`config.mk`:
```
export PLATFORM = sky130hd
export DESIGN_NAME = fft_out_serializer
export DESIGN_NICKNAME = d
export VERILOG_FILES = /design/src/rtl/fft_out_serializer.sv
export SDC_FILE = /design/constraint.sdc
export NUM_CORES = 1
export LEC_CHECK = 0
export BUFFER_PORTS_ARGS = -buffer_cell sky130_fd_sc_hd__buf_4
export CAP_MARGIN = 20
export CORE_ASPECT_RATIO = 0.9
export CORE_UTILIZATION = 50
export DETAILED_ROUTE_END_ITERATION = 6
export PLACE_DENSITY_LB_ADDON = 0.12
export SETUP_SLACK_MARGIN = 0.1
export SLEW_MARGIN = 20
export SYNTH_ARGS = -nofsm -noshare
export SYNTH_HDL_FRONTEND = slang
export SYNTH_SLANG_ARGS = --single-unit
export TNS_END_PERCENT = 30
```
`constraint.sdc`:
```
create_clock -name clk -period 2.59 [get_ports clk]
set_input_delay 0.1295 -clock clk [delete_from_list [all_inputs] [get_ports clk]]
set_output_delay 0.1295 -clock clk [all_outputs]
set_load 0.01 [all_outputs]
```
`src/rtl/fft_out_serializer.sv`:
```
// fft_out_serializer
// Takes one full 16-point complex frame in parallel from the final butterfly
// stage and streams it out one sample per cycle under valid/ready. Samples can
// be read in natural or bit-reversed slot order. An optional rounded
// arithmetic down-shift is applied on the way out. When the last sample of a
// frame is consumed, a waiting frame is captured on that same cycle, so
// back-to-back frames stream with no bubble between them.

module fft_out_serializer #(
    parameter int DW     = 17,
    parameter int BITREV = 0,
    parameter int SHIFT  = 0
) (
    input  logic          clk,
    input  logic          rst_n,

    input  logic          in_valid,
    output logic          in_ready,
    input  logic [DW-1:0] data_i0_R,
    input  logic [DW-1:0] data_i0_I,
    input  logic [DW-1:0] data_i1_R,
    input  logic [DW-1:0] data_i1_I,
    input  logic [DW-1:0] data_i2_R,
    input  logic [DW-1:0] data_i2_I,
    input  logic [DW-1:0] data_i3_R,
    input  logic [DW-1:0] data_i3_I,
    input  logic [DW-1:0] data_i4_R,
    input  logic [DW-1:0] data_i4_I,
    input  logic [DW-1:0] data_i5_R,
    input  logic [DW-1:0] data_i5_I,
    input  logic [DW-1:0] data_i6_R,
    input  logic [DW-1:0] data_i6_I,
    input  logic [DW-1:0] data_i7_R,
    input  logic [DW-1:0] data_i7_I,
    input  logic [DW-1:0] data_i8_R,
    input  logic [DW-1:0] data_i8_I,
    input  logic [DW-1:0] data_i9_R,
    input  logic [DW-1:0] data_i9_I,
    input  logic [DW-1:0] data_i10_R,
    input  logic [DW-1:0] data_i10_I,
    input  logic [DW-1:0] data_i11_R,
    input  logic [DW-1:0] data_i11_I,
    input  logic [DW-1:0] data_i12_R,
    input  logic [DW-1:0] data_i12_I,
    input  logic [DW-1:0] data_i13_R,
    input  logic [DW-1:0] data_i13_I,
    input  logic [DW-1:0] data_i14_R,
    input  logic [DW-1:0] data_i14_I,
    input  logic [DW-1:0] data_i15_R,
    input  logic [DW-1:0] data_i15_I,

    output logic          out_valid,
    input  logic          out_ready,
    output logic [DW-1:0] out_re,
    output logic [DW-1:0] out_im,
    output logic [3:0]    out_idx,
    output logic          out_last,
    output logic          busy
);

    typedef enum logic {
        IDLE,
        SEND
    } state_t;

    state_t        state;
    state_t        state_next;
    logic [3:0]    k;
    logic [3:0]    k_next;
    logic          capture;

    logic [DW-1:0] in_re  [16];
    logic [DW-1:0] in_im  [16];
    logic [DW-1:0] buf_re [16];
    logic [DW-1:0] buf_im [16];

    logic [3:0]    rd_slot;
    logic [DW-1:0] sel_re;
    logic [DW-1:0] sel_im;
    logic [DW-1:0] scl_re;
    logic [DW-1:0] scl_im;

    // Reverse the four bits of a sample index (radix-2 output ordering).
    function automatic logic [3:0] bitrev4(input logic [3:0] s);
        return {s[0], s[1], s[2], s[3]};
    endfunction

    // Gather the flat per-slot ports into arrays so the rest of the block can loop.
    assign in_re[0]  = data_i0_R;
    assign in_im[0]  = data_i0_I;
    assign in_re[1]  = data_i1_R;
    assign in_im[1]  = data_i1_I;
    assign in_re[2]  = data_i2_R;
    assign in_im[2]  = data_i2_I;
    assign in_re[3]  = data_i3_R;
    assign in_im[3]  = data_i3_I;
    assign in_re[4]  = data_i4_R;
    assign in_im[4]  = data_i4_I;
    assign in_re[5]  = data_i5_R;
    assign in_im[5]  = data_i5_I;
    assign in_re[6]  = data_i6_R;
    assign in_im[6]  = data_i6_I;
    assign in_re[7]  = data_i7_R;
    assign in_im[7]  = data_i7_I;
    assign in_re[8]  = data_i8_R;
    assign in_im[8]  = data_i8_I;
    assign in_re[9]  = data_i9_R;
    assign in_im[9]  = data_i9_I;
    assign in_re[10] = data_i10_R;
    assign in_im[10] = data_i10_I;
    assign in_re[11] = data_i11_R;
    assign in_im[11] = data_i11_I;
    assign in_re[12] = data_i12_R;
    assign in_im[12] = data_i12_I;
    assign in_re[13] = data_i13_R;
    assign in_im[13] = data_i13_I;
    assign in_re[14] = data_i14_R;
    assign in_im[14] = data_i14_I;
    assign in_re[15] = data_i15_R;
    assign in_im[15] = data_i15_I;

    // Next-state and handshake logic: ready opens in IDLE, or on the cycle the last sample leaves.
    always_comb begin
        state_next = state;
        k_next     = k;
        in_ready   = 1'b0;
        out_valid  = 1'b0;
        busy       = 1'b0;
        capture    = 1'b0;
        case (state)
            IDLE: begin
                in_ready = 1'b1;
                if (in_valid) begin
                    capture    = 1'b1;
                    k_next     = 4'd0;
                    state_next = SEND;
                end
            end
            SEND: begin
                out_valid = 1'b1;
                busy      = 1'b1;
                if (out_ready) begin
                    k_next = k + 4'd1;
                    if (k == 4'd15) begin
                        in_ready = 1'b1;
                        if (in_valid) begin
                            capture = 1'b1;
                        end else begin
                            state_next = IDLE;
                        end
                    end
                end
            end
            default: begin
                state_next = IDLE;
                k_next     = 4'd0;
            end
        endcase
    end

    // State and sample counter; reset drops any frame in progress.
    always_ff @(posedge clk or negedge rst_n) begin
        if (!rst_n) begin
            state <= IDLE;
            k     <= 4'd0;
        end else begin
            state <= state_next;
            k     <= k_next;
        end
    end

    // Frame buffer; written only on a handshake so idle-time garbage never lands in it.
    always_ff @(posedge clk or negedge rst_n) begin
        if (!rst_n) begin
            for (int i = 0; i < 16; i++) begin
                buf_re[i] <= '0;
                buf_im[i] <= '0;
            end
        end else if (capture) begin
            for (int i = 0; i < 16; i++) begin
                buf_re[i] <= in_re[i];
                buf_im[i] <= in_im[i];
            end
        end
    end

    assign rd_slot = (BITREV != 0) ? bitrev4(k) : k;
    assign sel_re  = buf_re[rd_slot];
    assign sel_im  = buf_im[rd_slot];

    // Rounded down-scaling: add half an output LSB one bit wider, then shift arithmetically.
    generate
        if (SHIFT == 0) begin : g_pass
            assign scl_re = sel_re;
            assign scl_im = sel_im;
        end else begin : g_round
            localparam logic signed [DW:0] HALF = (DW+1)'(2 ** (SHIFT - 1));
            logic signed [DW:0] ext_re;
            logic signed [DW:0] ext_im;
            assign ext_re = $signed({sel_re[DW-1], sel_re}) + HALF;
            assign ext_im = $signed({sel_im[DW-1], sel_im}) + HALF;
            assign scl_re = DW'(ext_re >>> SHIFT);
            assign scl_im = DW'(ext_im >>> SHIFT);
        end
    endgenerate

    assign out_re   = out_valid ? scl_re : '0;
    assign out_im   = out_valid ? scl_im : '0;
    assign out_idx  = out_valid ? k : 4'd0;
    assign out_last = out_valid && (k == 4'd15);

endmodule

```
# After elaboration in Yosys (flattened, before gate mapping)
# Cells that the tools add are included.
[totals] ff_bits=549 latchBits=0 mem_bits_rw=0 romBits=0 out_inout_bits=42 elab_cells=66 n_memories=0
[classes] addsub=1 n_mul=0 div=0 order_cmp=1 n_eq_ne=3 shift=0 mux=23 bitwise_logic=2 n_reduce_logical=2
[op_table] op="17-bit binary-select mux with 4-bit select" n=2
[op_table] op="17-bit two-way mux" n=6
[op_table] op="4-bit two-way mux" n=3
[op_table] op="1-bit two-way mux" n=8
[op_table] op="4-bit case mux with 2 select lines" n=1
[op_table] op="1-bit case mux with 2 select lines" n=3
[op_table] op="5-bit >= comparator (second input constant)" n=1
[op_table] op="4-bit inverter with 5-bit output" n=1
[op_table] op="4-bit by 1-bit adder with 4-bit output (second input constant)" n=1
[op_table] op="4-bit equality test (second input constant)" n=1
[op_table] op="2-bit inequality test (second input constant)" n=2
[op_table] op="2-bit AND reduction" n=1
[op_table] op="1-bit logical AND" n=1
[op_table] op="1-bit inverter" n=1

# Longest topological paths before layout
[depth] depth_word=5 depth_mapped=9 depth_no_buf=5

# Worst setup path after synthesis
# No wires, ideal clock.
[synth_path] kind="register -> register" startpoint="register k[1]" endpoint="register buf_re[100] (netlist name)" setup_ps=125 arrival_ps=1860 t_required_ps=2465 slack_ps=605 stages_incl_launch_ff=10 n_path_buf=4 synth_period_minus_slack_ps=1985 path_cell_list="dfrtp_1 ha_1 nand2_2 o21ai_2 and2_1 buf_6 buf_6 buf_12 buf_12 mux2_4"
[synth_between] elab_chain_len=4
[synth_lines] item="from (decl)" line_no="68" rtl="logic [3:0] k;"
[synth_lines] item="from (signal assigned)" line_no="168" rtl="k <= k_next;"
[synth_lines] item="4-bit equality test" line_no="144" rtl="if (k == 4'd15) begin"
[synth_lines] item="1-bit two-way mux" line_no="144"
[synth_lines] item="1-bit two-way mux" line_no="142" rtl="if (out_ready) begin"
[synth_lines] item="1-bit case mux with 2 select lines" line_no="130" rtl="case (state)"
[synth_lines] item="to (signal, indexed assignment)" line_no="181" rtl="buf_re[i] <= in_re[i];"
[synth_lines] item="to (decl)" line_no="74" rtl="logic [DW-1:0] buf_re [16];"
# No other way between the ends.
# A chain may end at the register's enable or synchronous reset.

# Final worst setup path
[layout_path] startpoint="register k[0]" endpoint="output out_im[8]"
[layout_between] elab_chain_len=5
[layout_lines] item="4-bit inverter with 5-bit output (not written as such)" line_no="189" rtl="assign sel_im = buf_im[rd_slot];"
[layout_lines] item="17-bit binary-select mux with 4-bit select" line_no="189"
[layout_lines] item="17-bit two-way mux (not written as such) (2 in series)" line_no="189"
[layout_lines] item="17-bit two-way mux" line_no="208" rtl="assign out_im = out_valid ? scl_im : '0;"
[layout_lines] item="to (decl)" line_no="55" rtl="output logic [DW-1:0] out_im,"
# No other way between the ends. The select of a mux whose other input is x is not followed.

==> impl_metrics.py <==
metrics = {
    "route": {
        "detail_route.wirelength_microns": 95600,
        "dr.pass1.iters": 6,
        "drtAntennaViolNets": 0,
        "vias": 20400,
        "drt_iter0_markers": 1597,
        "viasPerCell": 5.62,
        "drc": 0,
        "post_drt_wl_per_cell_microns": 26.3,
    },
    "logic_synthesis": {
        "synthDominantCellAreaShare_pct": 53.1,
        "synth_area_leader_cell": "dfrtp_1",
        "avgSynthCellArea_sq_um": 14.8,
        "ys_seq_area_share_pct": 53.1,
        "synthTopCellsByArea": "dfrtp_1, mux2_2, mux2i_1",
        "syn-num-nets": 2299,
        "ys_warn_count": 0,
        "synth_cell_types": 31,
        "synthCells": 1750,
        "ys_seq_elements": 549,
        "synth_area_sq_mm": 0.0259,
    },
    "sta": {
        "slew_headroom_pct": 58.6,
        "period_minus_slack_ps": 2690,
        "rsz0062_at_grt": "true",
        "final-hold-violation-count": 0,
        "fin_skew_ps": 10.2,
        "setup_violations": 18,
        "timing.hold.ws_ps": 40.7,
        "period_share_pct": 104,
        "worst_slack_ps": -104,
        "worstMarginPinSlew_ps": 619,
        "finalMaxSlewViolations": 0,
        "max_freq_mhz": 371,
    },
    "worst_setup_path": {
        "crit_fanout": 14,
        "crit_path_start_kind": "register",
        "crit_arrival_ps": 2560,
        "crit_chain": "buf_16 > buf_16 > buf_12 > mux2i_1 > a221oi_2 > o21ai_2 > o21ai_2 > buf_4",
        "crit_path_max_incr_delay_ps": 510,
        "crit_slowest_cell": "dfrtp_4",
        "cp-end-kind": "output pin",
        "crit_type": "register to output pin",
        "cp.required_ps": 2460,
    },
    "status": {
        "status": "complete, but fails checks",
        "violations": "negative setup slack",
    },
    "clock_tree": {
        "cts-root-buf": "clkbuf_16",
        "insertion_delay_ps": 610,
        "cts_tree": "done",
        "clk_pin_slew_ps": 60,
        "cts_buffer_depth": 3,
        "cts_made_buffers": 56,
        "clkSinkCount": 549,
        "htree_levels": 2,
    },
    "place": {
        "port_buffers": 589,
        "gp_congestion": 0.864,
        "dp_hpwl_microns": 56800,
    },
    "power": {
        "ir_worst_vdd_v": 0.000879,
        "powerDensity_mw_per_mm2": 1070,
        "total_power_uw": 42100,
        "leakage_uw": 0.0180,
    },
    "global_route": {
        "grt_pass1_vias": 22600,
        "grt_max_degree": 99,
        "grt_use_total_pct": 35.6,
        "grt_pass1_wl_microns": 141000,
        "overflow": 0,
        "antenna_found_initial": 31,
    },
    "cells_and_area": {
        "syn2layout_area_growth_pct": 51.9,
        "nFillCells": 2875,
        "nNetsFinal": 3438,
        "final_cell_mix": "buf_4, dlygate4sd3_1, dfrtp_1",
        "final_common_cell": "buf_4",
        "layout-drive-gt1-share_pct": 47.8,
        "finish.utilization_pct": 77.4,
    },
    "floorplan": {
        "die_h_microns": 218,
        "start_util_pct": 51.0,
        "core-area_sq_mm": 0.0507,
        "die_area_sq_mm": 0.0526,
        "ios": 590,
        "rows": 78,
        "fp.dieW_microns": 242,
    },
    "min_path": {
        "hold_class": "primary input to asynchronous set/reset pin",
    },
    "flow_run": {
        "maxCapViolations": 0,
    },
}
==> final cells by class <==
class | count | area [sq um] | share of cell area (%)
diodes | 30 | 75.1 | 0.191
clock buffers | 87 | 1700 | 4.32
clock inverters | 11 | 163 | 0.414
inverters | 2 | 7.51 | 0.0191
multi-input cells | 1069 | 11600 | 29.4
flip-flops and latches | 549 | 13700 | 35.0
well taps | 680 | 851 | 2.16
repair buffers | 1211 | 11200 | 28.5
==> sequential cells by signal, indices dropped and copies added (netlist names) <==
name and flops:
buf_im 272, k 4, buf_re 272, state 1
==> worst paths after layout <==
| path | from | slack [ps] | cells past startpoint | end |
|---|---|---|---|---|
| setup / recovery | k[0] | -100 | 8 | out_im[8] |
| hold / removal | rst_n | 40 | 2 | buf_re[98] |
| setup reg to reg | k[1] | 260 | 8 | buf_im[147] |
| hold reg to reg | buf_re[42] | 510 | 1 | buf_re[42] |
| max in group asynchronous | rst_n | 1620 | 3 | buf_re[154] |
| min in group clk | data_i2_I[14] | 290 | 3 | buf_im[235] |
==> worst max-delay path, delay by kind of cell, from the launching register on <==
family / cells / cell delay [ps]
compound gates: 3 / 620
buf+inv: 4 / 680
flops: 1 / 510
mux: 1 / 130
==> cells by family (layout without fill, tap and decap cells) <==
family	after synthesis	count (layout)	share of synthesized area [%]
DFF	549	549	53.1
xor gates and xnor gates	2	2	0.0677
other	0	30	0
adders and majority gates	1	1	0.0484
muxes	807	807	36.6
buffers and inverters	133	1311	3.97
and+or+nand+nor	87	88	1.56
AOI/OAI and AO/OA	171	171	4.61
==> synthesized netlist by cell type <==
library cell,count
dfrtp_1,549
mux2_2,384
mux2i_1,254
mux2_4,160
a22oi_1,118
buf_4,49
o21ai_0,41
nand2_1,40
nand3_1,31
buf_2,27
clkbuf_1,27
buf_12,17
a221oi_1,9
mux4_2,9
buf_1,7
and2_1,5
nand2b_1,4
buf_6,3
inv_1,2
nor2b_1,2
xnor2_1,2
a21o_1,1
and3_1,1
buf_8,1
ha_1,1
nand2_2,1
nand4_1,1
nor2_1,1
nor3b_1,1
o21ai_2,1
o31ai_1,1
==> per-stage QoR <==
stage,setup WS [ps],instances,instance area (sq um),setup TNS (ps)
2_1_floorplan,605,1750,25900,0
3_3_place_gp,-60.2,2944,31000,-60.2
3_5_place_dp,-101,2944,31000,-101
4_1_cts,-87.6,3606,39000,-1250
5_1_grt,-194,3633,39300,-2930
6_report,-104,3639,39300,-862
==> per-layer routing <==
layer / vias to the layer above / GRT usage [%] / routed length (microns)
li1: 8749 / - / -
met1: 10400 / 41.9 / 35600
met2: 933 / 60.7 / 48000
met3: 307 / 7.94 / 6490
met4: 12 / 19.4 / 5380
met5: - / 0 / 84
==> power by group <==
| group | switching (uW) | total (uW) | internal, uW |
|---|---|---|---|
| clock network | 3510 | 8380 | 4870 |
| logic | 8640 | 18400 | 9740 |
| registers | 2600 | 15400 | 12800 |
| total | 14700 | 42100 | 27400 |
==> timing repair <==
| item | CTS | global route |
|---|---|---|
| buffers inserted | 9 | 2 |
| hold buffers | 548 | 0 |
| resized for setup | 110 | 50 |
| gates cloned | 7 | 1 |
| setup endpoints to repair | 34 | 34 |
| hold endpoints to repair | 1062 | 0 |
| pin swaps | 31 | 26 |
Power figures use the tool's default switching activity.
